`config.mk`:
```
export PLATFORM = sky130hd
export DESIGN_NAME = aes_inv_mc_serial
export DESIGN_NICKNAME = d
export VERILOG_FILES = /design/src/rtl/aes_inv_mc_pkg.sv /design/src/rtl/aes_inv_mc_single_column.sv /design/src/rtl/aes_inv_mc_serial.sv
export SDC_FILE = /design/constraint.sdc
export NUM_CORES = 1
export LEC_CHECK = 0
export BUFFER_PORTS_ARGS = -buffer_cell sky130_fd_sc_hd__buf_2
export CAP_MARGIN = 20
export CORE_UTILIZATION = 35
export CTS_CLUSTER_DIAMETER = 100
export DETAILED_ROUTE_END_ITERATION = 10
export PLACE_DENSITY_LB_ADDON = 0.05
export SLEW_MARGIN = 20
export SYNTH_ARGS = -nofsm -noshare
export SYNTH_HDL_FRONTEND = slang
export SYNTH_SLANG_ARGS = --single-unit
```
`constraint.sdc`:
```
create_clock -name clk -period 6.7 [get_ports clk]
set_input_delay 0.67 -clock clk [delete_from_list [all_inputs] [get_ports clk]]
set_output_delay 0.67 -clock clk [all_outputs]
set_load 0.01 [all_outputs]
```
`src/rtl/aes_inv_mc_pkg.sv`:
```
// aes_inv_mc_pkg: shared types, sizes and helpers for the serialized (inverse) MixColumns unit
package aes_inv_mc_pkg;
  typedef enum logic [1:0] {IDLE, BUSY, DONE} state_t;
  localparam int NCOLS = 4;
  localparam int COL_W = 32;
  function automatic bit cpc_legal(input int n);
    return n == 1 || n == 2 || n == 4;
  endfunction
  function automatic logic [7:0] xtime(input logic [7:0] b);
    return {b[6:0], 1'b0} ^ (b[7] ? 8'h1b : 8'h00);
  endfunction
endpackage

```
`src/rtl/aes_inv_mc_single_column.sv`:
```
// aes_inv_mc_single_column: one-column inverse MixColumns; forward mode selectable under AES_MC_DUAL_MODE_EN
module aes_inv_mc_single_column
  import aes_inv_mc_pkg::*;
(
`ifdef AES_MC_DUAL_MODE_EN
  input  logic        inverse,
`endif
  input  logic [31:0] col,
  output logic [31:0] mixed
);
  logic [7:0] a [4];
  logic [7:0] x2 [4];
  logic [7:0] x4 [4];
  logic [7:0] x8 [4];
  for (genvar i = 0; i < 4; i++) begin : g_row
    localparam int J1 = (i + 1) % 4;
    localparam int J2 = (i + 2) % 4;
    localparam int J3 = (i + 3) % 4;
    logic [7:0] inv;
    assign a[i]  = col[8*i +: 8];
    assign x2[i] = xtime(a[i]);
    assign x4[i] = xtime(x2[i]);
    assign x8[i] = xtime(x4[i]);
    // 14*a_i ^ 11*a_i+1 ^ 13*a_i+2 ^ 9*a_i+3
    assign inv = (x8[i] ^ x4[i] ^ x2[i]) ^ (x8[J1] ^ x2[J1] ^ a[J1])
               ^ (x8[J2] ^ x4[J2] ^ a[J2]) ^ (x8[J3] ^ a[J3]);
`ifdef AES_MC_DUAL_MODE_EN
    assign mixed[8*i +: 8] = inverse ? inv : (x2[i] ^ x2[J1] ^ a[J1] ^ a[J2] ^ a[J3]);
`else
    assign mixed[8*i +: 8] = inv;
`endif
  end
endmodule

```
`src/rtl/aes_inv_mc_serial.sv`:
```
// aes_inv_mc_serial: serialized in-place inverse MixColumns over valid/ready; AES_MC_DUAL_MODE_EN adds in_inverse
module aes_inv_mc_serial
  import aes_inv_mc_pkg::*;
#(
  parameter int COLS_PER_CYCLE = 1
) (
  input  logic         clk,
  input  logic         rst_n,
  input  logic         in_valid,
  output logic         in_ready,
  input  logic [127:0] in_data,
`ifdef AES_MC_DUAL_MODE_EN
  input  logic         in_inverse,
`endif
  output logic         out_valid,
  input  logic         out_ready,
  output logic [127:0] out_data
);
  if (!cpc_legal(COLS_PER_CYCLE)) begin : g_bad_cpc
    $error("aes_inv_mc_serial: COLS_PER_CYCLE must be 1, 2 or 4");
  end
  state_t       state;
  logic [1:0]   col_cnt;
  logic [127:0] buffer;
  logic [127:0] buf_nxt;
  logic [1:0]   idx [COLS_PER_CYCLE];
  logic [31:0]  col_in [COLS_PER_CYCLE];
  logic [31:0]  col_out [COLS_PER_CYCLE];
  logic         accept;
  logic         last;
`ifdef AES_MC_DUAL_MODE_EN
  logic         inv_q;
`endif
  for (genvar k = 0; k < COLS_PER_CYCLE; k++) begin : g_col
    assign idx[k]    = col_cnt + 2'(k);
    assign col_in[k] = buffer[COL_W*idx[k] +: COL_W];
    aes_inv_mc_single_column u_col (
`ifdef AES_MC_DUAL_MODE_EN
      .inverse (inv_q),
`endif
      .col     (col_in[k]),
      .mixed   (col_out[k])
    );
  end
  always_comb begin
    buf_nxt = buffer;
    for (int k = 0; k < COLS_PER_CYCLE; k++) buf_nxt[COL_W*idx[k] +: COL_W] = col_out[k];
  end
  assign last      = (3'(col_cnt) + 3'(COLS_PER_CYCLE)) == 3'(NCOLS);
  assign in_ready  = (state == IDLE) || (state == DONE && out_ready);
  assign accept    = in_valid && in_ready;
  assign out_valid = state == DONE;
  assign out_data  = buffer;
  always_ff @(posedge clk or negedge rst_n) begin
    if (!rst_n) begin
      state   <= IDLE;
      col_cnt <= '0;
      buffer  <= '0;
`ifdef AES_MC_DUAL_MODE_EN
      inv_q   <= 1'b0;
`endif
    end else if (accept) begin
      state   <= BUSY;
      col_cnt <= '0;
      buffer  <= in_data;
`ifdef AES_MC_DUAL_MODE_EN
      inv_q   <= in_inverse;
`endif
    end else if (state == BUSY) begin
      state   <= last ? DONE : BUSY;
      col_cnt <= col_cnt + 2'(COLS_PER_CYCLE);
      buffer  <= buf_nxt;
    end else if (state == DONE && out_ready) begin
      state   <= IDLE;
    end
  end
endmodule

```
==> results of run 1 <==
[cells by family after synthesis]
group           Yosys count  share of synthesized area
fa+ha+maj                 4                    0.00602
mux                      32                     0.0866
compound gates          263                      0.197
simple gates             14                    0.00933
flops                   132                      0.397
xor+xnor                192                      0.266
buf+inv                  64                     0.0378
[worst max-delay path: stages (launching register included)]
cell and delay (ns):
dfrtp_2 0.77, buf_4 0.49, mux4_2 0.69, xnor3_2 0.51
xor3_2 0.31, xor3_1 0.53, xor2_1 0.42, o21ai_1 0.12
[metal layers]
layer,share of wire,global-route usage,up-vias
met5,0,0,-
met2,0.49,0.463,392
met1,0.42,0.370,3708
met4,0.021,0.0859,0
met3,0.068,0.0556,48
li1,-,-,3074
[state kept, by name, indices dropped and copies added (netlist names)]
name	count
out_data	128
state	2
col_cnt	2
[how the worst min path moves through the flow]
stage                     cells after the start            to  slack [ns]
final                                         1  out_data[71]        0.26
after global routing                          1  out_data[71]        0.33
after CTS                                     1  out_data[71]        0.31
after detailed placement                      2  out_data[48]        0.53
after global placement                        2   out_data[7]        0.51
after floorplan                               0    col_cnt[0]        0.37
[cell type report]
type,count,area (um^2),area share
Clock buffer,20,457,0.0435
Clock inverter,12,170,0.0162
Inverter,4,15.0,0.00143
Multi-Input combinational cell,505,4750,0.452
Sequential cell,132,3310,0.315
Tap cell,319,399,0.0380
Timing Repair Buffer,274,1410,0.134
[cell usage after synthesis (all sizes together) (3+ instances only)]
cell | count | area (um^2)
mux4 | 32 | 721
xor2 | 27 | 270
xnor2 | 135 | 1250
ha | 4 | 50.1
buf | 20 | 149
dfrtp | 132 | 3300
o21ai | 128 | 641
xnor3 | 27 | 614
a21oi | 5 | 25.0
clkbuf | 40 | 150
inv | 4 | 15.0
a22oi | 128 | 961
xor3 | 3 | 72.6
nor2b | 3 | 18.8
nor2 | 4 | 15.0
[metrics by stage]
step / setup WS, ns / hold slack, ns / instance area (um^2) / instances / utilization
floorplan: 3.83 / 0.374 / 8320 / 701 / -
global placement: 2.71 / 0.512 / 9880 / 1234 / 0.422
detailed placement: 2.66 / 0.526 / 9880 / 1234 / 0.422
CTS: 2.63 / 0.308 / 10500 / 1266 / 0.449
global route: 2.46 / 0.328 / 10500 / 1266 / 0.449
finish: 2.71 / 0.255 / 10500 / 1266 / 0.449
==> summary.md, run 1 <==
| Metric | Value |
|---|---|
| Status | `completed` |
| Sink Count | `132` |
| Flop2flop setup slack | `2.71 ns` |
| Io pins | `262` |
| Synth-to-Final Area Change | `26.3%` |
| Commonest non-fill, non-tap cells in the layout | `buf_2 (260), dfrtp_1 (130), a22oi_1 (128), xnor2_1 (127), o21ai_0 (113)` |
| Min-Delay Path Class | `in2async` |
| Worst Max-Slew Pin Slew | `0.990 ns` |
| Max-cap violations | `0` |
| Initial antenna violation count | `0` |
| Period utilization | `0.596` |
| Chip width | `156 um` |
| Antenna Nets Post-Route | `0` |
| Via density per instance | `5.70` |
| DR WL/cell | `26.2 um` |
| Final WL | `33100 um` |
| CP arrival | `4.30 ns` |
| RSZ-0062 raised after global routing | `false` |
| First-pass DRT Iterations | `8` |
| Skew-Pair Late Insertion Delay | `0.44 ns` |
| Most common cell after layout, fill and taps aside | `buf_2` |
| Die ar. | `24400 um^2` |
| Core Rows | `56` |
| Worst setup EP type | `flop` |
| Fillers | `2272` |
| H-tree levels | `4` |
| Distinct cells, synth | `34` |
| Worst setup path end | `out_data[51]` |
| Final setup violation count | `0` |
| Clock Skews | `0.0119 ns` |
| Largest net degree at the start of global routing | `82` |
| FF-to-FF End | `out_data[51]` |
| Global Route Usage Sum | `0.280` |
| Post-Syn Area per Cell | `11.9 um^2` |
| Total number of vias | `7222` |
| DRC | `0` |
| CTS Buf Count | `17` |
| Max-slew violations | `0` |
| Post-synth ARST share | `1.00` |
| Total grt overflow | `0` |
| Clk buf depth | `2` |
| Synthesized flop and latch total | `132` |
| Yosys warnings | `0` |
| Placer Congestion | `0.936` |
| Number of global-route vias before repair | `7631` |
| Gate Count Post-Synth | `701` |
| CTS Hold Buffers Added | `0` |
| First-pass GRT wire length | `49300 um` |
| Crit Path Class | `reg2reg` |
| Ys flop type | `dfrtp_1` |
| Ratio of cells with drive above 1 in the final layout | `0.381` |
| Final Hold Viols | `0` |
| Fmax | `251 MHz` |
| Crit. Startpoint | `col_cnt[0]` |
| Post-synth EDFFs | `0` |
| Fin crit period | `3.99 ns` |
| Post-Synthesis Net Count | `837` |
| Starting density of the core | `0.355` |
| Nets | `1070` |
| CP Data Required Time | `7.01 ns` |
| Reg2Reg Depth | `7` |
| Register area share after synthesis | `0.397` |
| # Post-CTS Setup Buffers | `0` |
| DPL Wire Length | `24300 um` |
| Worst r2r src | `col_cnt[0]` |
| Die height | `156 um` |
| DR iter-0 viols | `587` |
| Post-CTS resize count | `0` |
| # diodes | `0` |
| Final TNS setup | `0 ns` |
| Setup crit start kind | `flop` |
| Core box area | `23400 um^2` |
| Cell area after synthesis | `8320 um^2` |
| Crit Path Max Fanout | `20` |
| Buffers added on ports | `261` |
| CTS tree | `yes` |
| Worst-path clk slew | `0.07 ns` |
| Slew HR | `0.338` |
| Clock Tree Root | `clkbuf_16` |
Power of run 1 is left out: the tool's default activity adds up to more than one toggle a clock period on the data nets, which glitch-free logic cannot reach.
==> run 2, diff against run 1 <==
==> constraint.sdc (replaced) <==
create_clock -name clk -period 3.55 [get_ports clk]
set_input_delay 0.355 -clock clk [delete_from_list [all_inputs] [get_ports clk]]
set_output_delay 0.355 -clock clk [all_outputs]
set_load 0.01 [all_outputs]
==> run 2 against run 1 <==
Compared with the run above: via count grew 0.50%; maximum frequency grew 22%; flip-flop and latch count is the same; critical endpoint is now out_data[77].
==> summary.md, run 2 (synthesis results as in run 1) <==
| Metric | Value |
|---|---|
| Status | `completed` |
| Global Route Usage Sum | `0.280` |
| Final core occ | `0.464` |
| DRC | `0` |
| Antenna Nets Post-Route | `0` |
| Most common cell after layout, fill and taps aside | `buf_2` |
| Place WS | `0.182 ns` |
| Worst-path clk slew | `0.07 ns` |
| Buffers added on ports | `261` |
| Core box area | `23400 um^2` |
| First-pass GRT wire length | `49100 um` |
| CP Data Required Time | `3.81 ns` |
| Number of flip-flops under the largest register name | `128` |
| DPL Wire Length | `25200 um` |
| Worst r2r src | `col_cnt[0]` |
| FF-to-FF End | `out_data[77]` |
| Commonest non-fill, non-tap cells in the layout | `buf_2 (260), dfrtp_1 (130), a22oi_1 (128), xnor2_1 (127), o21ai_0 (113)` |
| First-pass DRT Iterations | `6` |
| Worst Max-Slew Pin Slew | `0.761 ns` |
| Total grt overflow | `0` |
| Ratio of cells with drive above 1 in the final layout | `0.402` |
| CTS Buf Count | `17` |
| Clk buf depth | `2` |
| Dpl cell area | `10200 um^2` |
| Crit. Startpoint | `col_cnt[0]` |
| Worst setup EP type | `flop` |
| Final setup violation count | `0` |
| Max-slew violations | `0` |
| H-tree levels | `4` |
| Max-cap violations | `0` |
| Die ar. | `24400 um^2` |
| Number of global-route vias before repair | `7596` |
| Crit Path Class | `reg2reg` |
| Nets | `1107` |
| Post-route cell area | `10800 um^2` |
| Crit Path Max Fanout | `11` |
| DR WL/cell | `25.5 um` |
| Skew-Pair Late Insertion Delay | `0.42 ns` |
| Worst Setup Slack, final | `0.280 ns` |
| # diodes | `0` |
| Clock Tree Root | `clkbuf_16` |
| Worst setup path end | `out_data[77]` |
| Final WL | `33200 um` |
| Starting density of the core | `0.355` |
| Via density per instance | `5.57` |
| Sink Count | `132` |
| Period utilization | `0.921` |
| Core Rows | `56` |
| Die height | `156 um` |
| Initial antenna violation count | `0` |
| Fillers | `2243` |
| Fmax | `306 MHz` |
| Chip width | `156 um` |
| Setup crit start kind | `flop` |
| CTS tree | `yes` |
| CP arrival | `3.53 ns` |
| RSZ-0062 raised after global routing | `false` |
| Final TNS setup | `0 ns` |
| Io pins | `262` |
| Clock Skews | `0.0136 ns` |
| Placer Congestion | `0.939` |
| Fin crit period | `3.27 ns` |
| Slew HR | `0.493` |
| Total number of vias | `7258` |
| Reg2Reg Depth | `8` |
| Flop2flop setup slack | `0.28 ns` |
| Final Hold Viols | `0` |
| Largest net degree at the start of global routing | `88` |
| Min-Delay Path Class | `in2reg` |
| Synth-to-Final Area Change | `30.4%` |
| DR iter-0 viols | `748` |
## run 2: cell types whose count changed in the layout (fill, tap and decap cells not counted)
cell,delta
buf_12,+5
buf_4,+31
bufinv_16,+1
clkbuf_1,+1
clkbuf_8,-2
clkinv_2,+1
clkinv_4,-2
dlygate4sd3_1,+1
inv_6,+2
inv_8,-1
## run 2: routing by layer
metal,GRT usage,part of all wire,vias to the layer above
li1,-,-,3141
met5,0,0,-
met1,0.379,0.42,3716
met3,0.0531,0.074,33
met4,0.0882,0.022,0
met2,0.453,0.48,368
## run 2: critical path, stage by stage, from the launching register on
cell and delay (ns):
dfrtp_2 0.42, buf_4 0.14, buf_12 0.15, mux4_2 0.68, xnor3_1 0.42, xnor3_1 0.46, xor2_1 0.21, xnor2_1 0.42
o21ai_0 0.20
## run 2: what timing repair did
action / 4_1_cts / 5_1_grt
gates resized for setup: 0 / 0
hold buffers: 1 / 0
endpoints found under the setup margin: 0 / 1
setup buffers: 0 / 4
hold endpoints to repair: 3 / 0
## run 2: worst min path at each step
stage                 start            end  depth (start not counted)
2_1_floorplan         rst_n     col_cnt[0]                          0
3_3_place_gp          rst_n   out_data[73]                          1
3_5_place_dp          rst_n   out_data[41]                          1
4_1_cts         in_data[22]   out_data[22]                          3
5_1_grt        in_data[118]  out_data[118]                          3
6_report        in_data[39]   out_data[39]                          3
## run 2: cell type report
| type | instances | area [um^2] | share of cell area |
|---|---|---|---|
| Multi-Input combinational cell | 505 | 4750 | 0.438 |
| Tap cell | 319 | 399 | 0.0368 |
| Clock buffer | 19 | 433 | 0.0399 |
| Sequential cell | 132 | 3310 | 0.305 |
| Timing Repair Buffer | 311 | 1750 | 0.162 |
| Clock inverter | 13 | 194 | 0.0179 |
| Inverter | 4 | 15.0 | 0.00138 |
## run 2: metrics by stage
step	cells	hold WS (ns)
after CTS	1299	0.156
final	1303	0.172
after global placement	1266	0.443
after detailed placement	1266	0.447
after floorplan	701	0.0594
after global routing	1303	0.166
Power of run 2 is left out for the same reason.
